`src/rtl/screen_pkg.sv`:
```
// screen_pkg: shared state type, source indices and select-width helper for the screen sequencer
package screen_pkg;
  typedef enum logic {SHOW, BLANK} state_t;
  localparam int SRC_MTM = 0;
  localparam int SRC_END = 1;
  localparam int SRC_START = 2;
  localparam int SRC_RAM = 3;
  localparam int N_SRC_STD = 4;
  function automatic int srcw(input int n);
    return (n < 2) ? 1 : $clog2(n);
  endfunction
  localparam int SRCW = srcw(N_SRC_STD);
endpackage

```
`src/rtl/screen_prio_enc.sv`:
```
// screen_prio_enc: lowest-index-wins priority encoder, idx=DEF when no req bit is set
module screen_prio_enc #(
  parameter int N = 4,
  parameter int W = 2,
  parameter int DEF = 3
)(
  input  logic [N-1:0] req,
  output logic [W-1:0] idx
);
  always_comb begin
    idx = W'(DEF);
    for (int i = N - 1; i >= 0; i--)
      if (req[i]) idx = W'(i);
  end
endmodule

```
`src/rtl/screen_sequencer.sv`:
```
// screen_sequencer: frame-synchronous screen source switch with blank frames, min hold and SRC_LAT-aligned data register
module screen_sequencer
  import screen_pkg::*;
#(
  parameter int N_SRC = 4,
  parameter int DATAWIDTH = 18,
  parameter int ADRESSWIDTH = 8,
  parameter int DEFAULT_SRC = SRC_RAM,
  parameter int BLANK_FRAMES = 1,
  parameter int MIN_HOLD = 2,
  parameter logic [N_SRC-1:0] FORCE_MASK = 4'b0001,
  parameter int SRC_LAT = 1,
  parameter logic [DATAWIDTH-1:0] BLANK_WORD = '0
)(
  input  logic                         clk,
  input  logic                         rst_n,
  input  logic [N_SRC-1:0]             req,
  input  logic                         frame_start,
  input  logic [ADRESSWIDTH-1:0]       adr_in,
  output logic [N_SRC*ADRESSWIDTH-1:0] adr_out,
  input  logic [N_SRC*DATAWIDTH-1:0]   data_in,
  output logic [DATAWIDTH-1:0]         data_out,
  output logic [$clog2(N_SRC)-1:0]     active_src,
  output logic                         blanking
);
  localparam int SW = srcw(N_SRC);
  localparam int HW = $clog2(MIN_HOLD + 2);
  localparam int BW = $clog2(BLANK_FRAMES + 2);
  localparam logic [HW-1:0] HOLD_MAX = HW'(MIN_HOLD);
  localparam logic [BW-1:0] BLANK_LAST = BW'(BLANK_FRAMES - 1);
  if (N_SRC < 2 || DEFAULT_SRC < 0 || DEFAULT_SRC >= N_SRC || SRC_LAT < 1) begin : g_bad_params
    $error("screen_sequencer: illegal N_SRC/DEFAULT_SRC/SRC_LAT");
  end
  state_t state, state_n;
  logic [SW-1:0] want, active_src_n;
  logic [HW-1:0] hold_cnt, hold_n;
  logic [BW-1:0] blank_cnt, blank_n;
  logic [SW-1:0] sel_q [SRC_LAT];
  logic blank_q [SRC_LAT];
  logic sw_ok;
  screen_prio_enc #(.N(N_SRC), .W(SW), .DEF(DEFAULT_SRC)) u_enc (.req(req), .idx(want));
  assign sw_ok = (want != active_src) && (hold_cnt == HOLD_MAX || FORCE_MASK[want]);
  always_ff @(posedge clk or negedge rst_n) begin
    if (!rst_n) begin
      state <= SHOW;
      active_src <= SW'(DEFAULT_SRC);
      hold_cnt <= '0;
      blank_cnt <= '0;
    end else begin
      state <= state_n;
      active_src <= active_src_n;
      hold_cnt <= hold_n;
      blank_cnt <= blank_n;
    end
  end
  always_comb begin
    state_n = state;
    active_src_n = active_src;
    hold_n = hold_cnt;
    blank_n = blank_cnt;
    if (frame_start && state == SHOW) begin
      if (!sw_ok) hold_n = (hold_cnt == HOLD_MAX) ? hold_cnt : hold_cnt + 1'b1;
      else if (BLANK_FRAMES == 0) begin
        active_src_n = want;
        hold_n = '0;
      end else begin
        state_n = BLANK;
        blank_n = '0;
      end
    end else if (frame_start && state == BLANK) begin
      if (blank_cnt == BLANK_LAST) begin
        state_n = SHOW;
        active_src_n = want;
        hold_n = '0;
      end else blank_n = blank_cnt + 1'b1;
    end
  end
  always_comb begin
    blanking = (state == BLANK);
    adr_out = '0;
    for (int i = 0; i < N_SRC; i++)
      if (state == SHOW && active_src == SW'(i)) adr_out[i*ADRESSWIDTH +: ADRESSWIDTH] = adr_in;
  end
  // select/blank travel alongside the address so each returned word is tagged by the source that produced it
  always_ff @(posedge clk or negedge rst_n) begin
    if (!rst_n) begin
      for (int k = 0; k < SRC_LAT; k++) begin
        sel_q[k] <= SW'(DEFAULT_SRC);
        blank_q[k] <= 1'b0;
      end
      data_out <= BLANK_WORD;
    end else begin
      sel_q[0] <= active_src;
      blank_q[0] <= blanking;
      for (int k = 1; k < SRC_LAT; k++) begin
        sel_q[k] <= sel_q[k-1];
        blank_q[k] <= blank_q[k-1];
      end
      data_out <= blank_q[SRC_LAT-1] ? BLANK_WORD : data_in[int'(sel_q[SRC_LAT-1])*DATAWIDTH +: DATAWIDTH];
    end
  end
endmodule

```
`config.mk`:
```
export PLATFORM = sky130hd
export DESIGN_NAME = screen_sequencer
export DESIGN_NICKNAME = d
export VERILOG_FILES = /design/src/rtl/screen_pkg.sv /design/src/rtl/screen_prio_enc.sv /design/src/rtl/screen_sequencer.sv
export SDC_FILE = /design/constraint.sdc
export NUM_CORES = 1
export LEC_CHECK = 0
export ABC_AREA = 1
export CORE_ASPECT_RATIO = 0.7
export CORE_MARGIN = 2
export CORE_UTILIZATION = 33
export DETAILED_ROUTE_END_ITERATION = 6
export GPL_TIMING_DRIVEN = 0
export PLACE_DENSITY = 0.84
export SKIP_CTS_REPAIR_TIMING = 1
export SLEW_MARGIN = 5
export SYNTH_ARGS = -nofsm -noshare
export SYNTH_HDL_FRONTEND = slang
export SYNTH_SLANG_ARGS = --single-unit
```
`constraint.sdc`:
```
create_clock -name clk -period 1.53 [get_ports clk]
set_input_delay 0.306 -clock clk [delete_from_list [all_inputs] [get_ports clk]]
set_output_delay 0.306 -clock clk [all_outputs]
set_load 0.02 [all_outputs]
```
==> impl_results.md, run 1 <==
* Flop-to-flop setup slack at 90 ps
* Critical R2R Capture: data_out[1]
* GRT met3 Usage at 5.16%
* Filler cell count in the final layout at 446
* Status: complete, but fails checks
* P_leak at 1.72 nW
* Wirelength, routed at 6740 um
* Detail Route Antenna Nets at 0
* Final #Nets at 502
* Worst slew pin tran at 626 ps
* Vias per inst at 4.68
* Setup TNS Final at -4510 ps
* Net count after synthesis at 353
* Met2 Track Usage GR at 37.1%
* Synth area leader: dfrtp_1
* GPL Wtd Cong at 0.839
* Ranking of synthesized cells by area: dfrtp_1 34%, nor2_1 23%, o21ai_0 11%
* GR peak layer: met2
* Most common cell in the netlist: nor2_1
* Final setup violation count at 32
* Vias in the first global route at 2,214
* Root buffer cell: clkbuf_8
* DIE WIDTH at 91.4 um
* Post-Place Cells at 474
* Fmax at 582 MHz
* Initial Util at 33.9%
* Top cells by count, synth: 107 x nor2_1, 37 x o21ai_0, 24 x dfrtp_1
* Failing checks: negative setup slack
* Worst reg2reg path depth at 5
* Synth-to-Final Area Change at 88.2%
* Dominant synthesized flop cell: dfrtp_1
* RSZ-0062 raised after global routing: yes
* Max VDD drop at 671 uV
* Max-cap violations at 0
* Die Ht at 65.2 um
* Req. time, crit path at 1220 ps
* Critical path's top delay family: flip-flops
* CP arrival at 1410 ps
* Grt ovf at 0
* # diodes at 0
* Synth async-reset ratio at 100%
* FP Rows at 22
* All-Layer GR Usage at 21.6%
* Vias post-DR at 2,264
* Crit path buffers/inverters at 2
* First-pass GRT wire length at 10,200 um
* Port bufs at 138
* Largest net degree at the start of global routing at 29
* Slew HR at 58.3%
* HP Class: input pin to asynchronous set/reset pin
* Synth warn at 0
* Count of different cell masters after synthesis at 22
* Fin crit share at 112%
* Synth top area share at 34.1%
* Final Hold Viols at 0
* Share of layout cells above drive strength 1 at 18.4%
* Fin crit period at 1720 ps
* Cell Pwr Density at 1580 nW/um^2
* Worst path cell trace: buf_4 -> nand3_4 -> nor2_1 -> buf_4
* Num CTS Buffers at 3
* Slowest-stage cell, CP: dfstp_2
* Non-Filler Instances at 484
* Initial antenna violation count at 0
* Seq/Total Area, Yosys at 40.0%
* Layout Utilization at 63.8%
* Worst skew pair latency at 270 ps
* Slew Limit Fails at 0
* Max FO, Critical Path at 8
* Cell mode on critical path: buf_4
* Tot Pwr at 5.23 mW
* Core area at 5200 um^2
* H-Tree Depth at 1
* CP Class: register to output port
* Reg2reg start: sel_q[0]
* Setup WS post-layout at -187 ps
* Synth Register Bits at 28
* CTS clk-pin slew, worst paths at 90 ps
* Final clock skew at 0.603 ps
* GR Util met1 at 26.2%
* CTS Buffer Depth at 2
* EDFF count, synth at 0
* Synthesized instance count at 264
* DR pass1 iterations at 4
* Worst path max stage delay at 600 ps
* DRC errors left at 0
* CP endpoint kind: output port
* Instance count on the critical path at 4
* Sink Count at 28
* I/O Pins at 140
* Detail Placement HPWL at 5090 um
* Routed len/inst at 13.9 um
* 1st-iter DRT viols at 170
* Mapped cell area at 1760 um^2
* Startpoint Class: register
* CTS tree: built
* Syn avg cell area at 6.68 um^2
* Total die area at 5950 um^2
## through the flow
stage	worst slack, ps	cell area (um^2)	hold slack [ps]
after floorplan	31.1	1760	10.4
after global placement	-460	3230	392
after detailed placement	-523	3230	392
after CTS	-842	3280	403
after global routing	-262	3320	90.6
final	-187	3320	34.3
## logic make-up after synthesis
| group | count (synthesis) | synth area share (%) |
|---|---|---|
| AOI/OAI and AO/OA | 60 | 17.0 |
| adders and majority gates | 2 | 1.42 |
| buffers and inverters | 33 | 9.01 |
| and+or+nand+nor | 141 | 32.5 |
| DFF | 28 | 40.0 |
## layout make-up
class / count / area [um^2] / share of cell area (%)
buffer: 12 / 83.8 / 2.53
inverter: 21 / 86.3 / 2.60
sequential: 28 / 707 / 21.3
timing repair buffer: 144 / 1340 / 40.4
multi-input combinational: 203 / 965 / 29.1
tap: 72 / 90.1 / 2.71
clock buffer: 4 / 45.0 / 1.36
## report_power, final
part	internal, mW	switching, mW
registers	1.10	0.156
clock network	0.187	0.228
logic	1.47	2.09
## registers in the layout (all words and copies together), names as in the netlist
register,flops
active_src,2
blank_cnt,2
blank_q,1
hold_cnt,2
sel_q,2
blanking,1
data_out,18
## worst max path at each step
stage                             start          end
final                     active_src[1]  adr_out[22]
after CTS                      blanking  adr_out[14]
after detailed placement       blanking  adr_out[14]
after global placement         blanking  adr_out[22]
after floorplan                blanking  adr_out[16]
after global routing      active_src[1]  adr_out[22]
## cells in the final DEF, fill, tap and decap left out
cell type / n
dfrtp_1: 23
dfstp_2: 4
dlymetal6s2s_1: 18
clkbuf_1: 2
ha_1: 2
nand3_2: 3
or2_2: 1
buf_4: 27
buf_1: 1
buf_6: 3
o21ai_0: 37
inv_2: 2
inv_1: 16
a21oi_2: 1
clkbuf_2: 7
nand3_1: 2
nor2_1: 106
nor2_2: 2
buf_2: 14
inv_4: 3
nand3_4: 4
o21ai_1: 3
nor3_4: 1
nand2_1: 18
clkdlybuf4s50_1: 85
clkbuf_8: 3
nand4_1: 4
a21oi_1: 19
dfrtp_2: 1
## layer usage
metal | up-vias | share of wire (%)
li1 | 1143 | -
met1 | 1020 | 41
met2 | 84 | 49
met3 | 17 | 6.5
met4 | 0 | 2.7
met5 | - | 0
## worst reg2reg max path, cell delays in order, from the launching register on
cell and delay [ps]:
dfstp_2 530, buf_6 140, inv_2 80, clkbuf_2 190, o21ai_0 250, a21oi_1 110
No activity file was read; power rests on OpenSTA's default activity.
==> run 2, diff against run 1 <==
--- a/config.mk
+++ b/config.mk
@@ -7,13 +7,13 @@
 export LEC_CHECK = 0
 export ABC_AREA = 1
 export CORE_ASPECT_RATIO = 0.7
-export CORE_MARGIN = 2
+export CORE_MARGIN = 3
 export CORE_UTILIZATION = 33
+export CTS_CLUSTER_SIZE = 20
 export DETAILED_ROUTE_END_ITERATION = 6
 export GPL_TIMING_DRIVEN = 0
 export PLACE_DENSITY = 0.84
 export SKIP_CTS_REPAIR_TIMING = 1
-export SLEW_MARGIN = 5
 export SYNTH_ARGS = -nofsm -noshare
 export SYNTH_HDL_FRONTEND = slang
 export SYNTH_SLANG_ARGS = --single-unit
==> run 2 against run 1 <==
  * The run still ends with negative setup slack left
  * Clock power rose by 12%
  * Hold slack got worse by 1.8 ps
  * Utilization rose by 1.6 points
  * Routed wire length rose by 3.2%
  * First-iteration DRC count fell by 40%
  * Total power fell by 1.3%
  * Register-to-register slack got worse by 30 ps
  * Count of clock-buffer cells in the layout did not move
  * Critical path type unchanged
==> impl_results.md, run 2 (same netlist as run 1, synthesis figures left out) <==
* DR pass1 iterations at 4
* DRC errors left at 0
* Max reg flops at 18
* Reg2reg start: blank_cnt[0]
* Seq pwr share at 24.6%
* Req. time, crit path at 1220 ps
* 1st-iter DRT viols at 102
* Post-Place Cell Area at 3230 um^2
* Failing checks: negative setup slack
* Synth-to-Final Area Change at 84.2%
* Grt ovf at 0
* Fin crit period at 1750 ps
* Filler cell count in the final layout at 429
* Fin crit share at 114%
* # diodes at 0
* Largest net degree at the start of global routing at 29
* CP startpoint: active_src[0]
* Num CTS Buffers at 3
* Worst skew pair latency at 280 ps
* Wirelength, routed at 6960 um
* Root buffer cell: clkbuf_8
* Final clock skew at 7.08 ps
* FP Rows at 21
* Initial antenna violation count at 0
* Cell area after layout at 3250 um^2
* Total die area at 6270 um^2
* All-Layer GR Usage at 20.8%
* CP arrival at 1440 ps
* Comb power frac at 66.4%
* P_leak at 1.71 nW
* CP endpoint kind: output port
* Vias post-DR at 2,271
* Max FO, Critical Path at 8
* Core area at 4970 um^2
* Initial Util at 35.5%
* Die Ht at 67.2 um
* Commonest non-fill, non-tap cell in the layout: nor2_1
* First-pass GRT wire length at 10,300 um
* Slew Limit Fails at 0
* Cell Pwr Density at 1590 nW/um^2
* Layout Utilization at 65.4%
* Max-cap violations at 0
* Detail Route Antenna Nets at 0
* Tot Pwr at 5.16 mW
* CTS tree: built
* DIE WIDTH at 93.4 um
* Power share of the clock group at 9.0%
* H-Tree Depth at 1
* Sink Count at 28
* Final Hold Viols at 0
* I/O Pins at 140
* Final #Nets at 497
* Most frequent cells in the layout: 107 x nor2_1, 84 x clkdlybuf4s50_1, 36 x o21ai_0, 25 x clkbuf_2, 23 x dfrtp_1
* Setup WS post-layout at -219 ps
* Max VDD drop at 801 uV
* HP Class: input pin to asynchronous set/reset pin
* Fmax at 572 MHz
* Vias per inst at 4.77
* Final setup violation count at 32
* RSZ-0062 raised after global routing: yes
* Pre-CTS WS at -520 ps
* CTS clk-pin slew, worst paths at 100 ps
* Port bufs at 138
* Worst slew pin tran at 619 ps
* Routed len/inst at 14.6 um
* CTS Buffer Depth at 2
* Detail Placement HPWL at 5400 um
* Switching share of power at 47.3%
* Vias in the first global route at 2,150
* CP Class: register to output port
* Net Switching at 2.44 mW
* Slew HR at 58.7%
* Register name with the most flops: data_out
* Seq. cell area at 707 um^2
* Share of layout cells above drive strength 1 at 16.2%
* Startpoint Class: register
* GPL Wtd Cong at 0.828
* Status: complete, but fails checks
* Area of the multi-input gates at 933 um^2
* Internal power at 2.72 mW
[run 2: cell types whose count changed in the layout (fill, tap and decap cells not counted), moves of 2 or more]
cell / before / now
clkbuf_2: 7 / 25
dlymetal6s2s_1: 18 / 20
buf_4: 27 / 12
nand3_4: 4 / 2
buf_2: 14 / 5
nand3_1: 2 / 4
inv_4: 3 / 0
[run 2: final cells by class]
type                       count  area share [%]
buffer                        12            2.47
clock buffer                   4            1.70
inverter                      21            2.58
multi-input combinational    203            28.7
sequential                    28            21.8
tap                           69            2.66
timing repair buffer         139            40.1
[run 2: final timing paths]
path,slack [ps],endpoint,depth (start not counted)
hold / removal,30,data_out[13],1
setup reg to reg,60,hold_cnt[0],7
min in group clk,430,sel_q[0],0
max in group asynchronous,1060,blanking,1
setup / recovery,-220,adr_out[31],3
hold reg to reg,430,sel_q[0],0
[run 2: metal layers]
metal  up-vias  global-route usage, %  part of all wire, %
li1       1131                      -                    -
met3        12                   4.79                  6.8
met2        76                   36.3                   50
met4         0                   4.94                  1.8
met5         -                      0                    0
met1      1052                   26.5                   42
[run 2: critical path, cell delays in order (launching register included)]
cell	delay (ps)
dfstp_2	630
nand3_2	200
nor2_1	150
clkbuf_2	180
[run 2: through the flow]
stage	TNS [ps]	instances	hold WS, ps
floorplan	0	264	10.4
global placement	-21800	471	394
detailed placement	-22880	471	398
CTS	-26240	475	416
global route	-7680	476	67.1
finish	-5560	476	32.5
[run 2: power groups by stage]
| stage | registers [mW] | clock network [mW] | logic, mW |
|---|---|---|---|
| floorplan | 1.60 | 0 | 1.60 |
| global placement | 1.26 | 0 | 3.44 |
| detailed placement | 1.28 | 0 | 3.51 |
| CTS | 1.27 | 0.473 | 3.52 |
| global route | 1.30 | 0.505 | 3.73 |
| finish | 1.27 | 0.466 | 3.43 |
==> run 3, diff against run 2 <==
--- a/config.mk
+++ b/config.mk
@@ -17,3 +17,4 @@
 export SYNTH_ARGS = -nofsm -noshare
 export SYNTH_HDL_FRONTEND = slang
 export SYNTH_SLANG_ARGS = --single-unit
+export TNS_END_PERCENT = 20
==> run 3 against run 2 <==
  * The run still ends with negative setup slack left
  * Via count decreased by 1.2%
  * Count of clock-buffer cells in the layout unchanged
  * Combinational power about the same
  * Hold slack got worse by 4.6 ps
  * Sequential share of layout area decreased by 0.28 points
  * Die area unchanged
  * Global-route usage unchanged
  * Non-clock buffer count decreased by 1
  * Routed wire length about the same
  * Clock skew increased by 1.9 ps
==> impl_results.md, run 3 (same netlist as run 1, synthesis figures left out) <==
* Status: complete, but fails checks
* Failing checks: negative setup slack
* Largest net degree at the start of global routing at 29
* Worst path cell trace: inv_1 -> nand3_4 -> nor2_1 -> dlymetal6s2s_1
* Register name with the most flops: data_out
* Pre-CTS WS at -520 ps
* Detail Route Antenna Nets at 0
* Root buffer cell: clkbuf_8
* Detail Placement HPWL at 5400 um
* Seq. cell area at 707 um^2
* Startpoint Class: register
* Wirelength, routed at 6950 um
* Initial antenna violation count at 0
* Synth-to-Final Area Change at 86.6%
* RSZ-0062 raised after global routing: yes
* FP Rows at 21
* DIE WIDTH at 93.4 um
* Die Ht at 67.2 um
* Setup WS post-layout at -251 ps
* 1st-iter DRT viols at 94
* Min Hold Slack at 27.9 ps
* All-Layer GR Usage at 20.8%
* CP startpoint: active_src[0]
* Commonest non-fill, non-tap cell in the layout: nor2_1
* Num CTS Buffers at 3
* Worst path max stage delay at 630 ps
* Grt ovf at 0
* Crit path buffers/inverters at 2
* Worst slew pin tran at 610 ps
* Max FO, Critical Path at 8
* Final #Nets at 496
* First-pass GRT wire length at 10,300 um
* CTS tree: built
* DR pass1 iterations at 4
* GPL Wtd Cong at 0.828
* Critical path's top delay family: flip-flops
* I/O Pins at 140
* Post-Place Cell Area at 3230 um^2
* CTS Buffer Depth at 2
* Slowest-stage cell, CP: dfstp_2
* # diodes at 0
* CP arrival at 1470 ps
* Max reg flops at 18
* Vias per inst at 4.72
* Final Hold Viols at 0
* CTS clk-pin slew, worst paths at 100 ps
* Layout Utilization at 66.2%
* Vias in the first global route at 2,150
* Fmax at 562 MHz
* CP Class: register to output port
* P_leak at 1.84 nW
* Core area at 4970 um^2
* Fin crit period at 1780 ps
* Most frequent cells in the layout: 107 x nor2_1, 84 x clkdlybuf4s50_1, 36 x o21ai_0, 30 x dlymetal6s2s_1, 24 x clkbuf_2
* HP Class: input pin to asynchronous set/reset pin
* Final setup violation count at 32
* Share of layout cells above drive strength 1 at 13.8%
* Req. time, crit path at 1220 ps
* Filler cell count in the final layout at 418
* Reg2reg start: blank_cnt[0]
* Vias post-DR at 2,243
* Max-cap violations at 0
* Total die area at 6270 um^2
* Slew Limit Fails at 0
* Fin crit share at 116%
* Worst skew pair latency at 280 ps
* H-Tree Depth at 1
* Max VDD drop at 816 uV
* CP endpoint kind: output port
* Cell Pwr Density at 1570 nW/um^2
* Area of the multi-input gates at 938 um^2
* Port bufs at 138
* Tot Pwr at 5.16 mW
* Sink Count at 28
* Slew HR at 59.4%
* Cell area after layout at 3290 um^2
* Initial Util at 35.5%
* Final clock skew at 8.96 ps
* DRC errors left at 0
* Routed len/inst at 14.6 um
-- run 3: changes by cell type in the layout (fill, tap and decap cells not counted) --
cell / delta
inv_6: -1
nand3_1: -1
buf_4: -6
inv_4: +1
buf_12: -1
dlymetal6s2s_1: +10
buf_2: -3
clkbuf_2: -1
nand3_2: +1
-- run 3: layer usage --
layer	up-vias	GRT usage [%]	routed length [um]
met3	10	4.79	420
met2	70	36.3	3420
li1	1127	-	-
met4	0	4.94	99
met5	-	0	0
met1	1036	26.5	3010
-- run 3: cell type report --
| cell class | count | area share (%) |
|---|---|---|
| timing repair buffer | 138 | 40.8 |
| multi-input combinational | 203 | 28.5 |
| sequential | 28 | 21.5 |
| tap | 69 | 2.62 |
| inverter | 21 | 2.47 |
| buffer | 12 | 2.43 |
| clock buffer | 4 | 1.67 |
-- run 3: power breakdown --
group	internal [mW]	switching, mW	total, mW	leakage [nW]
clock network	0.231	0.237	0.468	0.0288
logic	1.39	2.02	3.41	1.47
registers	1.10	0.180	1.29	0.341
-- run 3: path summary, 6_finish.rpt --
path | endpoint | slack (ps) | cells after the start
worst max-delay path | adr_out[1] | -250 | 4
worst min-delay path | data_out[7] | 30 | 1
worst max register to register | hold_cnt[0] | 70 | 7
worst min register to register | sel_q[0] | 440 | 0
max in group asynchronous | blanking | 1070 | 1
min in group clk | sel_q[0] | 440 | 0
-- run 3: stage by stage --
step | std cells | setup TNS [ps]
4_1_cts | 475 | -26240
2_1_floorplan | 264 | 0
3_5_place_dp | 471 | -22880
5_1_grt | 475 | -8970
3_3_place_gp | 471 | -21800
6_report | 475 | -6600
